**config.mk**
```make
export PLATFORM = sky130hd
export DESIGN_NAME = priority_encoder_8x3_flat
export DESIGN_NICKNAME = d
export VERILOG_FILES = /design/src/rtl/priority_encoder_8x3_if.sv /design/src/rtl/priority_encoder_8x3.sv /design/src/flat_wrapper.sv
export SDC_FILE = /design/constraint.sdc
export NUM_CORES = 1
export LEC_CHECK = 0
export ABC_AREA = 1
export ABC_CLOCK_PERIOD_IN_PS = 900
export BUFFER_PORTS_ARGS = -buffer_cell sky130_fd_sc_hd__buf_2
export CAP_MARGIN = 0
export CORE_AREA = 4 4 41 43
export DETAILED_ROUTE_END_ITERATION = 10
export DIE_AREA = 0 0 45 47
export GPL_TIMING_DRIVEN = 0
export HOLD_SLACK_MARGIN = 0.06
export PLACE_DENSITY = 0.5
export SLEW_MARGIN = 20
export SYNTH_ARGS = -nofsm -noshare
export SYNTH_HDL_FRONTEND = slang
export SYNTH_SLANG_ARGS = --single-unit
```
**constraint.sdc**
```tcl
create_clock -name clk -period 0.9 [get_ports clk]
set_input_delay 0.18 -clock clk [delete_from_list [all_inputs] [get_ports clk]]
set_output_delay 0.18 -clock clk [all_outputs]
set_load 0.1 [all_outputs]
```
**src/rtl/priority_encoder_8x3_if.sv**
```systemverilog
// Request/result bundle for the 8-to-3 priority encoder.
// Master drives the enable and request vector; slave returns the registered index and flags.
interface priority_encoder_8x3_if;
  logic       en;
  logic [7:0] in;
  logic [2:0] out;
  logic       valid;
  logic       multi;

  modport master (
    output en,
    output in,
    input  out,
    input  valid,
    input  multi
  );

  modport slave (
    input  en,
    input  in,
    output out,
    output valid,
    output multi
  );
endinterface

```
**src/rtl/priority_encoder_8x3.sv**
```systemverilog
// Registered 8-to-3 priority encoder: bit 7 wins, with valid and multi-hot flags.
// One clock of latency; while disabled the outputs either clear or hold, per HOLD_WHEN_DISABLED.
module priority_encoder_8x3 #(
  parameter int HOLD_WHEN_DISABLED = 0
) (
  input  logic                         clk,
  input  logic                         rst_n,
  priority_encoder_8x3_if.slave        encBus
);

  logic [2:0] encIdx_d;
  logic       encValid_d;
  logic       encMulti_d;

  logic [2:0] encIdx_q;
  logic       encValid_q;
  logic       encMulti_q;

  // casez wildcards keep unknown bits below the leading one from reaching index or valid.
  always_comb begin
    encIdx_d   = 3'd0;
    encValid_d = 1'b1;
    casez (encBus.in)
      8'b1???????: encIdx_d = 3'd7;
      8'b01??????: encIdx_d = 3'd6;
      8'b001?????: encIdx_d = 3'd5;
      8'b0001????: encIdx_d = 3'd4;
      8'b00001???: encIdx_d = 3'd3;
      8'b000001??: encIdx_d = 3'd2;
      8'b0000001?: encIdx_d = 3'd1;
      8'b00000001: encIdx_d = 3'd0;
      default: begin
        encIdx_d   = 3'd0;
        encValid_d = 1'b0;
      end
    endcase
    encMulti_d = |(encBus.in & (encBus.in - 8'd1));
  end

  always_ff @(posedge clk) begin
    if (!rst_n) begin
      encIdx_q   <= 3'd0;
      encValid_q <= 1'b0;
      encMulti_q <= 1'b0;
    end else if (encBus.en) begin
      encIdx_q   <= encIdx_d;
      encValid_q <= encValid_d;
      encMulti_q <= encMulti_d;
    end else if (HOLD_WHEN_DISABLED == 0) begin
      encIdx_q   <= 3'd0;
      encValid_q <= 1'b0;
      encMulti_q <= 1'b0;
    end
  end

  assign encBus.out   = encIdx_q;
  assign encBus.valid = encValid_q;
  assign encBus.multi = encMulti_q;

endmodule

```
**src/flat_wrapper.sv**
```systemverilog
// flat-port wrapper written by rule: the top's interface ports become plain ports
module priority_encoder_8x3_flat 
#(
  parameter int HOLD_WHEN_DISABLED = 0
)
  (clk, rst_n, encBus_en, encBus_in, encBus_out, encBus_valid, encBus_multi);
  priority_encoder_8x3_if encBus_i ();
  input  logic clk;
  input  logic rst_n;
  input wire logic [$bits(encBus_i.en)-1:0] encBus_en;
  input wire logic [$bits(encBus_i.in)-1:0] encBus_in;
  output wire logic [$bits(encBus_i.out)-1:0] encBus_out;
  output wire logic [$bits(encBus_i.valid)-1:0] encBus_valid;
  output wire logic [$bits(encBus_i.multi)-1:0] encBus_multi;
  assign encBus_i.en = encBus_en;
  assign encBus_i.in = encBus_in;
  assign encBus_out = encBus_i.out;
  assign encBus_valid = encBus_i.valid;
  assign encBus_multi = encBus_i.multi;
  priority_encoder_8x3 #(.HOLD_WHEN_DISABLED(HOLD_WHEN_DISABLED)) u_core (.clk(clk), .rst_n(rst_n), .encBus(encBus_i));
endmodule
```
; After elaboration in Yosys (flattened, before gate mapping)
; Index checks and enable logic that the tools add are counted.
; W data, S select, Z words.
[word_totals]
register_bits = 5
inputBits = 11
output_inout_bits = 5
elab_cells = 17
[op_classes]
n_addsub = 1
eq_ne = 7
mux = 2
bitwise_logic = 1
n_reduce_logical = 3
[ops]
columns = operator, n
row1 = $pmux W3 S7, 1
row2 = $reduce_or A8 Y1, 2
row3 = $and A8 B8 Y8, 1
row4 = $eq A8 B1 Y1 const B, 1
row5 = $sub A8 B1 Y8 const B, 1
row6 = $eq A7 B1 Y1 const B, 1
row7 = $eq A6 B1 Y1 const B, 1
row8 = $eq A5 B1 Y1 const B, 1
row9 = $eq A4 B1 Y1 const B, 1
row10 = $eq A3 B1 Y1 const B, 1
row11 = $eq A2 B1 Y1 const B, 1
row12 = $reduce_and A2 Y1, 1
row13 = $mux W1, 1

; Longest topological paths before layout
[depth]
depth_word = 3
depth_mapped = 7
depth_no_buf = 7

; Least setup slack after synthesis
; OpenSTA, ideal clock, no wires.
[synth_timing]
path_type = register -> output
startpoint = reg u_core.encMulti_q (netlist: u_core.encBus.multi)
endpoint = out encBus_multi
arrival_time_ns = 0.909
required_ns = 0.720
path_slack_ns = -0.189
path_stages_with_launch = 1
path_buffers = 0
path_cell_list = dfxtp_1
[synth_rtl]
columns = element, line_no
row1 = "start, declared", priority_encoder_8x3.sv:17  ; logic encMulti_q;
row2 = "start signal, assigned", priority_encoder_8x3.sv:48  ; encMulti_q <= encMulti_d;
row3 = "end, declared", flat_wrapper.sv:14  ; output wire logic [$bits(encBus_i.multi)-1:0] encBus_multi;
; No word-level cell between the ends.

; Worst setup path in the final report
[layout_timing]
startpoint = reg u_core.encIdx_q[0] (netlist: u_core.encBus.out[0])
endpoint = out encBus_out[0]
[layout_rtl]
columns = element, line_no
row1 = "start, declared", priority_encoder_8x3.sv:15  ; logic [2:0] encIdx_q;
row2 = "start signal, assigned", priority_encoder_8x3.sv:46  ; encIdx_q <= encIdx_d;
row3 = "end, declared", flat_wrapper.sv:12  ; output wire logic [$bits(encBus_i.out)-1:0] encBus_out;
; No word-level cell between the ends.

==> impl_metrics.env <==
export IMPL_run_status="finished with violations"
export IMPL_violations="negative setup slack"
export IMPL_synthCells=48
export IMPL_min_to="u_core.encBus.out[1]"
export IMPL_grt_busiest_layer="met2"
export IMPL_power_density_mw_per_mm2=1490
export IMPL_grt_util_met2=0.113
export IMPL_min_path_cells=3
export IMPL_cp_data_arrival_time_ns=0.74
export IMPL_setup_worst_path_class="reg2out"
export IMPL_ctsHtreeMaxLevel=1
export IMPL_design_core_area_mm2=0.00130
export IMPL_combPwrFrac=0.320
export IMPL_tritoncts="built"
export IMPL_clk_pin_slew_ns=0.04
export IMPL_mappedNetlistArea_um2=293
export IMPL_switching_share=0.333
export IMPL_post_synth_top_count_cell="nand2_1"
export IMPL_insertedDiodeCount=0
export IMPL_synth_seq_area_share=0.342
export IMPL_final_util=0.380
export IMPL_synth_edff_count=0
export IMPL_num_fill_cells=152
export IMPL_clkPwrFrac=0.344
export IMPL_routabilityCongestion=0.777
export IMPL_grt_max_degree=6
export IMPL_antenna_violations_before_repair=0
export IMPL_ff_latch_area_um2=106
export IMPL_area_overhead_vs_synth_pct=68.8
export IMPL_clock_tree_buffer_depth=2
export IMPL_grt_met1_usage=0.0864
export IMPL_die_w_um=45
export IMPL_grt_pass1_wl_um=1150
export IMPL_synth_largest_area_cell="dfxtp_1"
export IMPL_finalWirelength_um=623
export IMPL_hold_worst_slack_ns=0.256
export IMPL_crit_path_max_fanout=1
export IMPL_dp_final_hpwl_um=511
export IMPL_num_io_pins=16
export IMPL_globalRoute_totalOverflow=0
export IMPL_finalSetupViolations=5
export IMPL_worst_path_dominant_cell_family="flip-flops"
export IMPL_postCtsSetupRepairBufs=0
export IMPL_post_synth_num_cell_types=11
export IMPL_dpl_worst_slack_ns=0.00350
export IMPL_drive_above_1_share=0.433
export IMPL_setup_tns_ns=-0.0883
export IMPL_synth_seq_cells=5
export IMPL_final_area_um2=494
export IMPL_slew_headroom=0.879
export IMPL_final_report_max_slew_violation_count=0
export IMPL_power_switching_uw=245
export IMPL_endpoint_kind="output pin"
export IMPL_port_buffers=15
export IMPL_required_ns=0.72
export IMPL_slowest_stage_cell_on_the_critical_path="dfxtp_2"
export IMPL_synth_cells_most_frequent="16 x nand2_1, 10 x nor2_1, 5 x dfxtp_1, 5 x inv_1, 3 x inv_2"
export IMPL_initial_core_util=0.225
export IMPL_hold_fix_buffer_count_after_cts=0
export IMPL_final_setup_worst_slack_ns=-0.0214
export IMPL_finalPower_uw=736
export IMPL_cts_made_buffers=3
export IMPL_final_period_minus_worst_setup_slack_ns=0.921
export IMPL_grtUsageMet3=0.0153
export IMPL_synthesis_yosys_warnings=0
export IMPL_critPathBufInv=1
export IMPL_vias=320
export IMPL_hp_class="in2reg"
export IMPL_multi_input_logic_area_um2=163
export IMPL_die_area_mm2=0.00212
export IMPL_finalHoldViolations=0
export IMPL_track_usage=0.0766
export IMPL_layout_nets=79
export IMPL_viasPerCell=3.90
export IMPL_first_global_vias=295
export IMPL_post_dp_cell_area_um2=393
export IMPL_crit_path_max_incr_delay_ns=0.33
export IMPL_die_h_um=47
export IMPL_timing_worst_slew_pin_value_ns=0.181
export IMPL_mappedNetlistNets=59
export IMPL_start_kind="flop"
export IMPL_layout_worst_path_cycle_share=1.02
export IMPL_asyncSetResetFlopFracSynth=0
export IMPL_post_layout_nonfiller_instances=82
export IMPL_root_buffer_cell="clkbuf_4"
export IMPL_drv_cap=0
export IMPL_cell_internal_pwr_uw=491
export IMPL_placementRows=13
export IMPL_total_leakage_power_nw=0.268
export IMPL_synth_flop_cell="dfxtp_1"
export IMPL_post_place_cells=78
export IMPL_min_delay_start="rst_n"
export IMPL_rsz0062_at_grt="yes"
export IMPL_max_vdd_ir_drop_uv=325
export IMPL_detail_route_antenna_nets=0
export IMPL_cp_cell_sequence="buf_12"
export IMPL_postSynthAreaPerCell_um2=6.10
export IMPL_synth_top_area_frac=0.342
export IMPL_routed_wire_length_per_instance_um=7.60
export IMPL_seq_power_share=0.335
export IMPL_cts_num_sinks=5
export IMPL_drt_iter0_drc=3
export IMPL_drc_errors=0
export IMPL_max_freq_ghz=1.09
export IMPL_firstDrtPassIters=2
export IMPL_yosys_top_cells_area="dfxtp_1 34%, nand2_1 21%, nor2_1 13%, nand2_4 7.7%, inv_1 6.4%"
-- cell families after synthesis --
| family | share of synthesized area |
|---|---|
| simple gates | 0.483 |
| buf+inv | 0.103 |
| flops | 0.342 |
| compound gates | 0.0726 |
-- cell type report --
type,instances,share of cell area
clock buffer,4,0.0532
timing repair buffer,15,0.304
sequential,5,0.215
multi-input combinational,35,0.329
tap,15,0.0380
inverter,8,0.0608
-- placed cells by master, fill, tap and decap left out --
cell	netlist	routed
buf_12	0	5
inv_2	3	3
o21ai_0	1	1
buf_2	0	10
nand2_4	2	2
clkbuf_1	0	1
inv_1	5	5
nand3_1	2	2
nor2_1	10	10
dfxtp_2	0	5
nand2_1	16	16
a21oi_1	2	2
nor2_4	1	1
clkbuf_4	0	3
a31oi_1	1	1
-- registers in the layout, summed over array words and instances (netlist names) --
signal               cells
u_core.encBus.valid      1
u_core.encBus.multi      1
u_core.encBus.out        3
-- routing by layer --
layer,share of wire,wire length (um),vias up
met3,0.095,59,0
met4,0,0,0
met5,0,0,-
met2,0.47,294,10
met1,0.43,270,129
li1,-,-,181
-- what timing repair did --
item	in CTS	in global routing
cloned	0	0
setup endpoints to repair	5	5
gates resized for setup	20	0
-- power groups by stage --
stage | combinational [mW] | sequential, mW | clock [mW]
after floorplan | 0.0593 | 0.335 | 0
after CTS | 0.237 | 0.247 | 0.270
final | 0.236 | 0.247 | 0.253
after global routing | 0.255 | 0.249 | 0.278
after global placement | 0.200 | 0.243 | 0
after detailed placement | 0.199 | 0.243 | 0
-- how the worst max path moves through the flow --
stage	slack [ns]	startpoint	to	cells past startpoint
detailed placement	0.004	encBus_in[2]	u_core.encBus.multi	7
global placement	-0.003	encBus_in[2]	u_core.encBus.multi	7
CTS	-0.03	u_core.encBus.multi	encBus_multi	1
floorplan	0.09	u_core.encBus.multi	encBus_multi	0
finish	-0.02	u_core.encBus.out[0]	encBus_out[0]	1
global route	-0.05	u_core.encBus.multi	encBus_multi	1
(Power assumes the default switching activity.)
